$ cat src/rtl/max_pooling_2d.sv
// 2x2, stride-2 max/average pooling over a raster pixel stream.
// Row pair results are parked in a half-row line buffer until the odd row closes each window.
module max_pooling_2d #(
    parameter int DATA_W  = 6,
    parameter int ROW_LEN = 16,
    parameter int ROWS    = 16,
    parameter int SIGNED  = 0
) (
    input  logic              clk,
    input  logic              rst,
    input  logic              fire,
    input  logic              sof,
    input  logic              mode,
    input  logic [DATA_W-1:0] data_in,
    output logic [DATA_W-1:0] data_out,
    output logic              done,
    output logic              frame_done
);

    localparam int COL_W = $clog2(ROW_LEN);
    localparam int ROW_W = $clog2(ROWS);
    localparam int BUF_N = ROW_LEN / 2;
    localparam int IDX_W = (BUF_N > 1) ? $clog2(BUF_N) : 1;
    localparam int PW    = DATA_W + 1;
    localparam int EW    = DATA_W + 2;

    function automatic logic [EW-1:0] ext_px(input logic [DATA_W-1:0] x);
        return {{2{(SIGNED != 0) & x[DATA_W-1]}}, x};
    endfunction

    function automatic logic [EW-1:0] ext_pair(input logic [PW-1:0] p);
        return {(SIGNED != 0) & p[PW-1], p};
    endfunction

    // Flipping the MSB turns a two's-complement compare into an unsigned one.
    function automatic logic [EW-1:0] max_ext(input logic [EW-1:0] a, input logic [EW-1:0] b);
        logic [EW-1:0] bias;
        bias         = '0;
        bias[EW-1]   = (SIGNED != 0);
        return ((a ^ bias) > (b ^ bias)) ? a : b;
    endfunction

    logic [COL_W-1:0]  col_q, col_d, col_eff;
    logic [ROW_W-1:0]  row_q, row_d, row_eff;
    logic              mode_q, mode_d;
    logic [DATA_W-1:0] hold_q, hold_d;
    logic [PW-1:0]     lbuf_q [BUF_N];
    logic [PW-1:0]     lbuf_d [BUF_N];
    logic [DATA_W-1:0] data_out_q, data_out_d;
    logic              done_q, done_d;
    logic              frame_done_q, frame_done_d;

    logic [IDX_W-1:0]  idx;
    logic [EW-1:0]     px_a, px_b, pair_sum, pair_e, buf_e, quad_sum;
    logic [PW-1:0]     pair;
    logic [DATA_W-1:0] result;
    logic              last_col, last_row;

    // NOTE: every variable gets a default first so no path through this block infers a latch.
    always_comb begin
        col_d        = col_q;
        row_d        = row_q;
        mode_d       = mode_q;
        hold_d       = hold_q;
        lbuf_d       = lbuf_q;
        data_out_d   = data_out_q;
        done_d       = 1'b0;
        frame_done_d = 1'b0;

        col_eff  = (fire && sof) ? '0 : col_q;
        row_eff  = (fire && sof) ? '0 : row_q;
        idx      = IDX_W'(col_eff >> 1);
        last_col = (col_eff == COL_W'(ROW_LEN - 1));
        last_row = (row_eff == ROW_W'(ROWS - 1));

        px_a     = ext_px(hold_q);
        px_b     = ext_px(data_in);
        pair_sum = px_a + px_b;
        pair     = mode_q ? PW'(pair_sum) : PW'(max_ext(px_a, px_b));

        pair_e   = ext_pair(pair);
        buf_e    = ext_pair(lbuf_q[idx]);
        quad_sum = buf_e + pair_e;
        // Truncating the shifted sum makes logical and arithmetic shifts identical here.
        result   = mode_q ? DATA_W'(quad_sum >> 2) : DATA_W'(max_ext(buf_e, pair_e));

        if (fire) begin
            if (col_eff == '0 && row_eff == '0) begin
                mode_d = mode;
            end

            if (!col_eff[0]) begin
                hold_d = data_in;
            end else if (!row_eff[0]) begin
                lbuf_d[idx] = pair;
            end else begin
                done_d       = 1'b1;
                data_out_d   = result;
                frame_done_d = last_row && last_col;
            end

            if (last_col) begin
                col_d = '0;
                row_d = last_row ? '0 : row_eff + 1'b1;
            end else begin
                col_d = col_eff + 1'b1;
                row_d = row_eff;
            end
        end
    end

    // NOTE: the line buffer is small and must read as zero after reset, so it is reset like any other flop.
    always_ff @(posedge clk) begin
        if (rst) begin
            col_q        <= '0;
            row_q        <= '0;
            mode_q       <= 1'b0;
            hold_q       <= '0;
            lbuf_q       <= '{default: '0};
            data_out_q   <= '0;
            done_q       <= 1'b0;
            frame_done_q <= 1'b0;
        end else begin
            // NOTE: non-blocking assignments keep every flop sampling the pre-edge values.
            col_q        <= col_d;
            row_q        <= row_d;
            mode_q       <= mode_d;
            hold_q       <= hold_d;
            lbuf_q       <= lbuf_d;
            data_out_q   <= data_out_d;
            done_q       <= done_d;
            frame_done_q <= frame_done_d;
        end
    end

    assign data_out   = data_out_q;
    assign done       = done_q;
    assign frame_done = frame_done_q;

endmodule

$ cat config.mk
export PLATFORM = sky130hd
export DESIGN_NAME = max_pooling_2d
export DESIGN_NICKNAME = d
export VERILOG_FILES = /design/src/rtl/max_pooling_2d.sv
export SDC_FILE = /design/constraint.sdc
export NUM_CORES = 1
export LEC_CHECK = 0
export CORE_MARGIN = 8
export CORE_UTILIZATION = 60
export DETAILED_ROUTE_END_ITERATION = 10
export DONT_BUFFER_PORTS = 1
export PLACE_DENSITY = 0.78
export SETUP_SLACK_MARGIN = 0.05
export SLEW_MARGIN = 20
export SYNTH_ARGS = -nofsm -noshare
export SYNTH_HDL_FRONTEND = slang
export SYNTH_SLANG_ARGS = --single-unit
$ cat constraint.sdc
create_clock -name clk -period 6.9 [get_ports clk]
set_input_delay 0.69 -clock clk [delete_from_list [all_inputs] [get_ports clk]]
set_output_delay 0.69 -clock clk [all_outputs]
set_load 0.01 [all_outputs]
==> run summary <==
RUN STATUS
--------------------------------------------------------------------------------------------------------
Result of the run ......................................................................... complete, no violations

TIMING
--------------------------------------------------------------------------------------------------------
Clock skew after layout ...................................................................    0.0144 ns
Worst path setup slack after routing ......................................................      2.96 ns
Share of the cycle needed by the critical path after routing ..............................        0.571
Max Slew Vio Count ........................................................................            0
Setup violation total in the final timing report ..........................................            0
Normalized max-slew margin ................................................................        0.307
Min cycle time layout .....................................................................      3.94 ns
Number of hold violations in the final report .............................................            0
Worst Max-Slew Pin Slew ...................................................................      1.04 ns
Top achievable clock speed ................................................................    0.254 GHz
RSZ-0062 raised after global routing ......................................................        false
Hold WS ...................................................................................     0.387 ns
Setup TNS .................................................................................         0 ns

CRITICAL PATH
--------------------------------------------------------------------------------------------------------
Crit path depth ...........................................................................           11
Top cell family by delay on the critical path ............................................. compound AO/OA/AOI/OAI gates
Crit-path cells ........................................................................... nor2b_1, nand2_1, nand3_1, a221oi_1, ha_1, a211oi_1, o21bai_1, o22a_1, nor3_1, nand2_1, o211a_1
Number of cell instances on the worst register-to-register path ...........................           11
CP Data Arrival Time ......................................................................      4.20 ns
Startpoint class of the critical path .....................................................         flop
Largest stage delay on the critical path ..................................................      0.92 ns
Element type at the critical path end .....................................................         flop
Worst endpoint required time ..............................................................      7.16 ns
Slowest-stage cell, CP .................................................................... sky130_fd_sc_hd__dfxtp_1
Worst path most repeated cell ............................................................. sky130_fd_sc_hd__nand2_1
Maximum fanout encountered on the critical timing path ....................................           22
Critical path class .......................................................................   reg -> reg
Worst Path Buf+Inv ........................................................................            0

DRT
--------------------------------------------------------------------------------------------------------
Per-cell via count in the routed design ...................................................         6.33
Number of optimization iterations in the first detailed-route pass ........................            5
Number of nets still failing antenna checks after routing .................................            0
Remaining DRCs ............................................................................            0
WL per Instance ...........................................................................      19.0 um
Total wire length .........................................................................     11800 um
Number of vias in the routed layout .......................................................         3930
Iteration-0 DRC Markers ...................................................................          379

GLOBAL ROUTE
--------------------------------------------------------------------------------------------------------
First-pass GRT wire length ................................................................     19000 um
Grt total ovfl ............................................................................            0
Initial antenna violation count ...........................................................            0
Number of global-route vias before repair .................................................         3718
Overall track demand over capacity in global routing ......................................        0.234
Largest net degree at the start of global routing .........................................           70

CLOCKING
--------------------------------------------------------------------------------------------------------
Setup repair bufs after CTS ...............................................................            0
Post-CTS clock slew at the launch and capture registers of the worst setup and hold paths .      0.10 ns
CTS HTree Levels ..........................................................................            3
Number of buffers inserted for hold repair after clock tree synthesis .....................            0
Clk Latency, worst-skew pair ..............................................................      0.37 ns
Clock root buffer ......................................................................... sky130_fd_sc_hd__clkbuf_8
Maximum count of clock buffers along a single path ........................................            2
Resized Gates After CTS ...................................................................            0
CTS sink cnt ..............................................................................           79
CTS tree ..................................................................................          yes
Number of clock buffers inserted by TritonCTS .............................................            9

SYNTHESIS
--------------------------------------------------------------------------------------------------------
Synth warnings ............................................................................            0
Post-Syn Instances ........................................................................          534
Count leader, synth ....................................................................... sky130_fd_sc_hd__dfxtp_1
Post-synthesis instance area ..............................................................   4530 sq um
Number of flops mapped to enable cells by yosys ...........................................            0
Post-synthesis cell type with the largest combined area ................................... sky130_fd_sc_hd__dfxtp_1
Asr flop ratio synth ......................................................................            0
Most used standard cells in the synthesized netlist ....................................... sky130_fd_sc_hd__dfxtp_1 (79), sky130_fd_sc_hd__nor2_1 (49), sky130_fd_sc_hd__nand2_1 (45)
Average size of a mapped cell .............................................................   8.47 sq um
Largest cells by area after synthesis ..................................................... sky130_fd_sc_hd__dfxtp_1 (35%), sky130_fd_sc_hd__ha_1 (8.3%), sky130_fd_sc_hd__nand2b_1 (5.0%)
Share of the yosys chip area belonging to registers .......................................        0.349
Area share of the largest cell type after synthesis .......................................        0.349
Seq cells post-synth ......................................................................           79
Distinct cells, synth .....................................................................           63
Synth Net Count ...........................................................................          576
Main synth FF type ........................................................................ sky130_fd_sc_hd__dfxtp_1

POWER
--------------------------------------------------------------------------------------------------------
Peak supply drop ..........................................................................       148 uV
Power density over the cells ..............................................................  206 nW/um^2
Leak Pwr ..................................................................................      1.81 nW

RUN
--------------------------------------------------------------------------------------------------------
# Max-Cap Violations ......................................................................            0

FLOORPLAN
--------------------------------------------------------------------------------------------------------
Overall die area ..........................................................................  10600 sq um
Placeable Area ............................................................................   7290 sq um
Initial standard-cell utilization of the core .............................................        0.621
Ports .....................................................................................           19
Die Height ................................................................................       103 um
Die span in x .............................................................................       103 um
Number of cell rows .......................................................................           31

MIN PATH
--------------------------------------------------------------------------------------------------------
Worst hold path type ......................................................................    in -> reg
Cells on Worst Hold Path ..................................................................            1

FINAL LAYOUT
--------------------------------------------------------------------------------------------------------
Fraction of layout cells with a size suffix above 1 .......................................       0.0766
Synthesis-to-finish area growth ...........................................................        4.56%
Number of antenna diodes ..................................................................            0
Final design area excluding fillers .......................................................   4730 sq um
Fill cells ................................................................................          647
Post-layout nets ..........................................................................          559
Combined flip-flop and latch cell area ....................................................   1580 sq um
Area of the multi-input gates .............................................................   2720 sq um

PLACEMENT
--------------------------------------------------------------------------------------------------------
Total cell area at the placement stage ....................................................   4530 sq um
Post-Place Setup Slack ....................................................................      2.82 ns
# port buffers ............................................................................            0
HPWL after DPL ............................................................................      8270 um
GP Congestion .............................................................................        0.882

[cells in the final DEF, fill, tap and decap left out, drive strengths merged, types with 2 or more instances in the layout]
cell     instances
nor2            49
ha              30
o22ai           35
nor2b           10
a211oi          10
nand2b          36
o2bb2ai          2
nand3b           3
xnor2            7
o31ai            3
nand3           14
nor4             4
mux2i           17
mux4             2
nor3b            3
or3              5
o211ai           2
inv             30
a221oi           2
and3             3
o21ai           33
o21a             3
a31oi            3
a22oi            4
nand4            2
nand4b           2
nor3            10
nand2           45
mux2            11
o21bai           4
dfxtp           79
a21oi           26
clkbuf           9
[area by class of cell]
cell class,count,area share
clock buffers,9,0.0262
clock inverters,7,0.0164
repair buffers,1,0.00159
inverters,26,0.0206
well taps,99,0.0262
multi-input cells,400,0.575
flip-flops and latches,79,0.334
[worst reg2reg max path: stages, from the launching register on]
cell	delay, ns
sky130_fd_sc_hd__dfxtp_1	0.92
sky130_fd_sc_hd__nor2b_1	0.32
sky130_fd_sc_hd__nand2_1	0.14
sky130_fd_sc_hd__nand3_1	0.11
sky130_fd_sc_hd__a221oi_1	0.69
sky130_fd_sc_hd__ha_1	0.43
sky130_fd_sc_hd__a211oi_1	0.26
sky130_fd_sc_hd__o21bai_1	0.10
sky130_fd_sc_hd__o22a_1	0.27
sky130_fd_sc_hd__nor3_1	0.35
sky130_fd_sc_hd__nand2_1	0.12
sky130_fd_sc_hd__o211a_1	0.14
[flip-flops by register name (all words and copies together) (netlist names)]
name,flops
col_q,4
row_q,4
frame_done,1
hold_q,6
data_out,6
mode_q,1
lbuf_q,56
done,1
[power by group]
group,internal [mW],switching [mW]
combinational,0.0579,0.0872
sequential,0.460,0.00946
clock,0.172,0.190
total,0.690,0.287
[metal layers]
layer / wire length (um) / GRT usage
met5: 0 / 0
met4: 257 / 0.0857
met3: 1030 / 0.0628
met2: 5530 / 0.377
met1: 5010 / 0.293
[final timing paths]
kind              startpoint          end  slack (ns)
setup / recovery    col_q[1]  data_out[3]        2.96
hold / removal           rst   lbuf_q[19]        0.39
setup reg to reg    col_q[1]  data_out[3]        2.96
hold reg to reg   lbuf_q[34]   lbuf_q[34]        0.46
[per-stage QoR]
step,total power [mW],util,cells
after floorplan,0.594,-,534
after global placement,0.617,0.621,605
after detailed placement,0.621,0.621,605
after CTS,0.978,0.649,621
after global routing,1.01,0.649,621
final,0.977,0.649,621
[cell families after synthesis]
kind of cell	share of synthesized area
AND/OR/NAND/NOR	0.212
AO/OA/AOI/OAI	0.208
flip-flops	0.349
buffers and inverters	0.0495
adder cells (fa/ha/maj)	0.0874
multiplexers	0.0791
XOR/XNOR	0.0155
Note: power is estimated with default switching activity, not from simulation.
